## config.mk

```make
export PLATFORM = sky130hd
export DESIGN_NAME = flash_access_arbiter
export DESIGN_NICKNAME = d
export VERILOG_FILES = /design/src/rtl/flash_access_arbiter.sv
export SDC_FILE = /design/constraint.sdc
export NUM_CORES = 1
export LEC_CHECK = 0
export CAP_MARGIN = 20
export CORE_ASPECT_RATIO = 1.25
export CORE_UTILIZATION = 41
export CTS_BUF_LIST = sky130_fd_sc_hd__clkbuf_16
export CTS_CLUSTER_SIZE = 12
export DETAILED_ROUTE_END_ITERATION = 12
export PLACE_DENSITY = 0.77
export SYNTH_ARGS = -nofsm -noshare
export SYNTH_HDL_FRONTEND = slang
export SYNTH_SLANG_ARGS = --single-unit
```

## constraint.sdc

```tcl
create_clock -name clk_f -period 2.1 [get_ports clk_f]
set_input_delay 0.21 -clock clk_f [delete_from_list [all_inputs] [get_ports clk_f]]
set_output_delay 0.21 -clock clk_f [all_outputs]
set_load 0.01 [all_outputs]
```

## src/rtl/flash_access_arbiter.sv

```systemverilog
// Round-robin arbiter giving two clients timed 8-bit read/write access to a parallel NOR flash.
// Owns every NF_* control line; strobes are registered and decoded from the next state.
module flash_access_arbiter #(
  parameter int ADDR_W       = 24,
  parameter int T_RD         = 8,
  parameter int T_WP         = 4,
  parameter int RP_CYCLES    = 1500,
  parameter int BUSY_TIMEOUT = 1000000
) (
  input  logic              clk_f,
  input  logic              rst,
  input  logic              req0,
  input  logic              req1,
  input  logic              we0,
  input  logic              we1,
  input  logic [ADDR_W-1:0] addr0,
  input  logic [ADDR_W-1:0] addr1,
  input  logic [7:0]        wdata0,
  input  logic [7:0]        wdata1,
  output logic              ack0,
  output logic              ack1,
  output logic [7:0]        rdata,
  output logic              err,
  output logic              busy,
  output logic [ADDR_W-1:0] NF_A,
  output logic [7:0]        NF_D_out,
  output logic              NF_D_oe,
  input  logic [7:0]        NF_D_in,
  output logic              NF_CE,
  output logic              NF_OE,
  output logic              NF_WE,
  output logic              NF_RP,
  output logic              NF_BYTE,
  output logic              NF_WP,
  input  logic              NF_STS
);

  typedef enum logic [2:0] {
    RST_HOLD,
    IDLE,
    RD_ACT,
    WR_SETUP,
    WR_PULSE,
    WR_HOLD,
    WR_BUSY,
    ACK
  } state_t;

  // One shared phase counter, wide enough for the longest timed phase.
  localparam int MAX_AB = (T_RD > T_WP) ? T_RD : T_WP;
  localparam int MAX_CD = (RP_CYCLES > BUSY_TIMEOUT) ? RP_CYCLES : BUSY_TIMEOUT;
  localparam int MAXP   = (MAX_AB > MAX_CD) ? MAX_AB : MAX_CD;
  localparam int CNT_W  = $clog2(MAXP + 1);

  localparam logic [CNT_W-1:0] CNT_MAX  = {CNT_W{1'b1}};
  localparam logic [CNT_W-1:0] RD_LAST  = CNT_W'(T_RD - 1);
  localparam logic [CNT_W-1:0] WP_LAST  = CNT_W'(T_WP - 1);
  localparam logic [CNT_W-1:0] RP_LAST  = CNT_W'(RP_CYCLES - 1);
  localparam logic [CNT_W-1:0] TO_LAST  = CNT_W'(BUSY_TIMEOUT - 1);
  localparam logic [CNT_W-1:0] STS_SKIP = CNT_W'(2);

  state_t             state;
  state_t             state_n;
  logic [CNT_W-1:0]   cnt;
  logic               ptr;
  logic               gnt;
  logic               grant;
  logic               to_err;
  logic               sel;
  logic               sel_we;
  logic [ADDR_W-1:0]  sel_addr;
  logic [7:0]         sel_wdata;
  logic               sts_meta;
  logic               sts_sync;

  assign NF_BYTE = 1'b0;
  assign NF_WP   = 1'b0;

  // With both requesting, ptr names the client that was not granted last.
  always_comb begin
    sel       = req1 && (!req0 || ptr);
    sel_we    = sel ? we1 : we0;
    sel_addr  = sel ? addr1 : addr0;
    sel_wdata = sel ? wdata1 : wdata0;
  end

  always_comb begin
    state_n = state;
    grant   = 1'b0;
    to_err  = 1'b0;
    case (state)
      RST_HOLD: if (cnt >= RP_LAST) state_n = IDLE;
      IDLE: begin
        if (req0 || req1) begin
          grant   = 1'b1;
          state_n = sel_we ? WR_SETUP : RD_ACT;
        end
      end
      RD_ACT:   if (cnt >= RD_LAST) state_n = ACK;
      WR_SETUP: state_n = WR_PULSE;
      WR_PULSE: if (cnt >= WP_LAST) state_n = WR_HOLD;
      WR_HOLD:  state_n = WR_BUSY;
      WR_BUSY: begin
        // STS may lag the end of the WE pulse, so the first two cycles ignore it.
        if (cnt >= STS_SKIP && sts_sync) begin
          state_n = ACK;
        end else if (cnt >= TO_LAST) begin
          state_n = ACK;
          to_err  = 1'b1;
        end
      end
      ACK:      state_n = IDLE;
      default:  state_n = RST_HOLD;
    endcase
  end

  always_ff @(posedge clk_f or posedge rst) begin
    if (rst) begin
      state <= RST_HOLD;
      cnt   <= '0;
    end else begin
      state <= state_n;
      if (state_n != state) cnt <= '0;
      else if (cnt != CNT_MAX) cnt <= cnt + 1'b1;
    end
  end

  always_ff @(posedge clk_f or posedge rst) begin
    if (rst) begin
      sts_meta <= 1'b0;
      sts_sync <= 1'b0;
    end else begin
      sts_meta <= NF_STS;
      sts_sync <= sts_meta;
    end
  end

  always_ff @(posedge clk_f or posedge rst) begin
    if (rst) begin
      ptr      <= 1'b0;
      gnt      <= 1'b0;
      NF_A     <= '0;
      NF_D_out <= '0;
      rdata    <= '0;
    end else begin
      if (grant) begin
        gnt      <= sel;
        ptr      <= ~sel;
        NF_A     <= sel_addr;
        NF_D_out <= sel_wdata;
      end
      if (state == RD_ACT && state_n == ACK) rdata <= NF_D_in;
    end
  end

  // Outputs follow the state being entered, so they are glitch-free flops on the pins.
  always_ff @(posedge clk_f or posedge rst) begin
    if (rst) begin
      NF_CE   <= 1'b1;
      NF_OE   <= 1'b1;
      NF_WE   <= 1'b1;
      NF_D_oe <= 1'b0;
      NF_RP   <= 1'b0;
      busy    <= 1'b1;
      ack0    <= 1'b0;
      ack1    <= 1'b0;
      err     <= 1'b0;
    end else begin
      NF_CE   <= !(state_n inside {RD_ACT, WR_SETUP, WR_PULSE, WR_HOLD});
      NF_OE   <= (state_n != RD_ACT);
      NF_WE   <= (state_n != WR_PULSE);
      NF_D_oe <= (state_n inside {WR_SETUP, WR_PULSE, WR_HOLD});
      NF_RP   <= (state_n != RST_HOLD);
      busy    <= (state_n != IDLE);
      ack0    <= (state_n == ACK) && !gnt;
      ack1    <= (state_n == ACK) && gnt;
      err     <= to_err;
    end
  end

  a_no_oe_contention: assert property (@(posedge clk_f) disable iff (rst) !(!NF_OE && NF_D_oe));
  a_no_we_during_oe:  assert property (@(posedge clk_f) disable iff (rst) !(!NF_WE && !NF_OE));
  a_ack_exclusive:    assert property (@(posedge clk_f) disable iff (rst) !(ack0 && ack1));

endmodule

```

Word level (Yosys, flattened, before mapping):

Index checks and enable logic that the tools add are counted.
W data, S select, Z words.

* $add $sub $neg: 1
* magnitude comparators: 5
* equality and inequality tests: 17
* mux-type cells: 18
* bitwise logic cells: 1
* reductions and logical operators: 15

Operator list (count)
* $ge A20 B2 Y1 const B: 2
* $mux W20: 2
* $mux W24: 1
* $pmux W3 S8: 1
* $eq A3 B3 Y1 const B: 7
* $add A20 B1 Y20 const B: 1
* $ge A20 B11 Y1 const B: 1
* $ge A20 B20 Y1 const B: 1
* $ge A20 B3 Y1 const B: 1
* $ne A20 B20 Y1 const B: 1
* $mux W3: 6
* $eq A3 B2 Y1 const B: 4
* $mux W8: 1
* $mux W1: 7
* $reduce_bool A3 Y1: 2
* $logic_and A1 B1 Y1: 5
* $reduce_bool A4 Y1: 1
* $eq A3 B1 Y1 const B: 1
* $logic_not A1 Y1: 3
* $logic_not A3 Y1: 1
* $ne A3 B1 Y1 const B: 1
* $ne A3 B2 Y1 const B: 1
* $ne A3 B3 Y1: 1
* $ne A3 B3 Y1 const B: 1
* 3 further kinds: 4

* bits in registers: 76
* input bits: 79

Logic depth before layout (Yosys ltp):

* depth after elaboration: 10
* mapped depth: 9

Worst setup path after synthesis:

Ideal clock, no wire load.

* path type: reg-to-reg
* start: register cnt[15]
* end: register busy
* arrival: 1.935 ns
* required time: 2.012 ns
* slack: 0.077 ns
* cell stages (with the launch flop): 7
* path buffers: 0
* period minus slack after synthesis: 2.023 ns
* cell sequence: dfrtp_1 > nor4_4 > nand4b_2 > o41a_1 > o21ai_4 > inv_2 > or3_1

* longest elaborated chain between the ends: 5

Ends and longest elaborated chain
* from (decl): RTL line 64 `logic [CNT_W-1:0] cnt;`
* from (signal assigned): RTL line 124 `else if (cnt != CNT_MAX) cnt <= cnt + 1'b1;`
* $ge A20 B20 Y1 / $ge A20 B2 Y1 (equally long branches): RTL line 107, 105
* $mux W3 / $logic_and A1 B1 Y1 (equally long branches): RTL line 107, 105
* $mux W3: RTL line 105 `if (cnt >= STS_SKIP && sts_sync) begin`
* $pmux W3 S8 *: RTL line 91 `case (state)`
* via state_n[2]: RTL line 63 `state_t state_n;`
* $ne A3 B1 Y1 *: RTL line 174 `busy <= (state_n != IDLE);`
* to (signal assigned): RTL line 174
* to (decl): RTL line 24 `output logic busy,`

Mark *: on every way through the listed nets, which the timed path passes. The rest lies on a longest branch.
A chain may end at the register's enable or synchronous reset.

Worst setup path in the final report:

* start: register cnt[15]
* end: register cnt[2]

* longest elaborated chain between the ends: 6

Ends and longest elaborated chain
* $ge A20 B20 Y1 / $ge A20 B2 Y1 (equally long branches): RTL line 107, 105
* $mux W3 / $logic_and A1 B1 Y1 (equally long branches): RTL line 107, 105
* $mux W3: RTL line 105
* $pmux W3 S8: RTL line 91
* $ne A3 B3 Y1: RTL line 123 `if (state_n != state) cnt <= '0;`
* $mux W20 / $reduce_bool A2 Y1 (equally long branches)

Parallel ways exist; a longest one is shown, timed or not.

==> results.md <==
- The count of nets after finishing is 595.
- The number of antenna violations at the first check in global routing is 0.
- The detailed router used layers up to and including met4.
- The count of final hold-check violations came to 0.
- Setup violations remaining at the end of the flow were counted as 12.
- The via count of the routed design is 3455.
- The sum of met2 wire segment lengths after detailed routing is 5.31 mm.
- The sequential cell area fraction in the yosys report is 0.528.
- The placeable core area is between 8000 and 9000 sq um.
- The tightest hold path in the finished design has a slack of slightly above 0.2 ns.
- The number of slew-limit violations in the final report is 0.
- The met3 wire length is 855 um.
- Along the worst path, the maximum fanout reaches 5.
- The arrival time of the worst setup path is 2.39 ns.
- The clock tree synthesis step divided the H-tree into 3 levels.
- In this run, synthesis produced a sequential element count of 76.
- The worst register-to-register path has a depth of 7.
- For this design, the CTS-stage hold fixing added 0 buffers.
- The worst setup path is captured at a flop.
- The height of the die is roughly 110 um.
- The tightest min-delay check is of the in -> async type.
- The leakage dissipation is 2.38 nW.
- The via count of the first global-routing pass came to ~3400.
- Summed over all nets, the half-perimeter wirelength after detailed placement is 6.99 mm.
- The number of routed nets with antenna violations is 0.
- After synthesis, the share of cell area in mux cells is 0.0277.
- The main flop type after synthesis is dfrtp_1.
- For this run, the top clock speed supported by timing is roughly 470 MHz.
- The number of enable-type register cells in the synthesized netlist is 0.
- The count of buffers from port buffering is 127.
- The fraction of the mapped netlist area in compound gates is 0.177.
- The worst reg-to-reg setup slack is -0.04 ns.
- The first global-routing pass estimated between 15 and 20 mm of wire.
- The floorplan die width is 86.0 um.
- Summing every instance area after synthesis gives 3610 sq um.
- The clock net in this run drives a total of 76 sinks.
- Adding up every negative setup slack in the final design gives -0.164 ns.
- The finished cells cover 5660 sq um.
- STA puts the critical path data required time at 2.35 ns.
- Of the total synthesized cell area, the portion taken by AND, OR, NAND and NOR gates is 0.184.
- The number of antenna diodes in the final layout is 0.
- The first TritonRoute pass finished after 5 iterations.
- The critical path is of the reg -> reg type.
- Clock tree synthesis selected as its root buffer the cell clkbuf_16.
- The worst supply voltage drop on vdd is 0.598 mV.
- 130 I/O pins were placed.
- TritonCTS created 9 clock buffers.
- The detailed router's first-iteration violation count is 233.
- The total of warnings raised by yosys is 0.
- In the final routing, the length of wire on met1 measures 3.84 mm.
- Of the total synthesized cell area, the portion taken by full adders, half adders and majority gates is 0.00693.
- The routed design could run at a clock period as short as 2.14 ns.
- The area added between synthesis and finish is 56.7%.
- Dividing the detail-routed via count by the number of cells gives 5.44.
- The flow ran to the end, but the final reports show violations.
- The ratio of total power to cell area is 1270 nW/um^2.
- Setup repair after global routing could not meet its margin everywhere.
- Entering global routing, the biggest net connects 63 pins.
- The clock-pin slew reported for the worst setup and hold paths after clock tree synthesis is around 0.060 ns.
- Once placement finished, the instance area stood at 5170 sq um.
- The worst-case setup slack after placement is -0.190 ns.
- The share of final-layout standard cells stronger than drive strength 1 is 0.168.
- The largest family of logic cells by synthesized area is simple AND/OR/NAND/NOR gates.
- The post-route clock skew is 0.00737 ns.
- The final reports fail on negative setup slack.
- In this run the critical register-to-register path is captured at cnt[2].
- The clock latency at the later pin of the worst-skew pair is between 0.3 and 0.4 ns.
- Global routing finished with a remaining overflow of 0.
- The most common cell after layout, fill and taps aside is clkdlybuf4s50_1.
- The XOR/XNOR share of the synthesized area is 0.0388.
- TritonCTS built the clock tree.
- The maximum clock path buffer count is 2.
- The critical register-to-register path startpoint is cnt[15].
- The wire length after detailed routing is 10.2 mm.
- Yosys mapped the design onto 53 distinct sky130hd cell types.
- The die covers 9200 sq um.
- Across the run, the number of max-cap violations was 0.
- Synthesis produced 367 cells.
- The initial utilization of the core area, before any placement, comes to 0.431.
- The final worst setup slack is -0.0403 ns.
- The period utilization is 1.02.
- In the layout the commonest cells are 127 x clkdlybuf4s50_1, 71 x dfrtp_1, 48 x nand2_1.
- Routability-driven placement finished with a final weighted congestion of 0.888.
- In this run the mean area of a mapped cell was roughly 9.8 sq um.
- Of all flip-flops after synthesis, the portion carrying an async set or reset was 1.00.
- For this run, design rule violations remaining after detail routing come to 0.
- The number of fill cells is 649.
- The post-detailed-route wirelength per cell is 16.1 um.
- For this run, the total global-route usage over all layers was measured as 0.220.
- The standard-cell row count is 37.
- The transition time at the pin with the least slew margin is 0.514 ns.
- The worst setup path is launched from a flop.
- The worst pin sits at a relative slew slack of 0.656.
- Overall power consumption after layout is estimated at about 7.2 mW.
-- kinds of logic (layout without fill, tap and decap cells) --
group           Yosys count  in the layout
simple gates            135            135
compound gates           97             99
flops                    76             76
buf+inv                  31            179
xor+xnor                 16             16
mux                       9              9
fa+ha+maj                 2              2
other cells               1              2
-- critical path: stages (launching register included) --
cell and delay (ns):
dfrtp_1 0.41, nor4_4 0.43, nand4bb_1 0.21, a311oi_2 0.21, buf_4 0.20, a31oi_4 0.06
o221a_4 0.34, a211oi_2 0.20
-- state kept, by name, summed over array words and instances (netlist names), 3 cells and up --
signal    count
NF_A         24
cnt          20
NF_D_out      8
rdata         8
state         3
-- report_power, final --
group          switching (mW)  internal, mW
Clock                   0.591         0.902
Sequential              0.320          2.02
Combinational            1.66          1.69
-- routing by layer --
layer | global-route usage | vias to the layer above
li1 | - | 1604
met1 | 0.252 | 1645
met2 | 0.376 | 179
met3 | 0.0600 | 27
met4 | 0.111 | 0
met5 | 0 | -
-- through the flow --
step / utilization / instances
after floorplan: - / 368
after global placement: 0.617 / 616
after detailed placement: 0.617 / 616
after CTS: 0.657 / 631
after global routing: 0.676 / 635
final: 0.676 / 635
-- worst max-delay path by stage --
stage                        from     end  slack, ns  depth (start not counted)
after floorplan           cnt[15]    busy       0.08                          6
after global placement     cnt[0]  cnt[2]      -0.08                          7
after detailed placement  cnt[15]  cnt[2]      -0.19                          6
after CTS                 cnt[15]  cnt[2]      -0.02                          6
after global routing      cnt[15]  cnt[3]      -0.10                          7
final                     cnt[15]  cnt[2]      -0.04                          7
-- cells in the mapped netlist, types with 5 or more instances --
| cell type | instances | area [sq um] |
|---|---|---|
| clkbuf_1 | 15 | 56.3 |
| a22oi_1 | 32 | 240 |
| xnor2_1 | 6 | 52.6 |
| o21ai_0 | 38 | 190 |
| a21oi_1 | 5 | 25.0 |
| nor2_1 | 31 | 116 |
| nor3_1 | 8 | 40.0 |
| nand2_1 | 48 | 180 |
| nand3_1 | 20 | 100 |
| inv_1 | 9 | 33.8 |
| dfrtp_1 | 72 | 1800 |
| mux2_2 | 8 | 90.1 |
| xor2_1 | 10 | 87.6 |
-- cell type report --
class                   count  area, sq um  area share
inverters                  10         41.3     0.00729
flip-flops and latches     76         1910       0.337
clock buffers               9          225      0.0398
repair buffers            154         1530       0.270
clock inverters             6         56.3     0.00994
multi-input cells         263         1760       0.310
well taps                 117          146      0.0259
-- what timing repair did --
| item | CTS | global route |
|---|---|---|
| setup buffers | 0 | 2 |
| cloned | 0 | 2 |
| setup endpoints to repair | 34 | 35 |
| gates resized for setup | 9 | 22 |
| pin swaps | 1 | 5 |
Power figures use the tool's default switching activity.
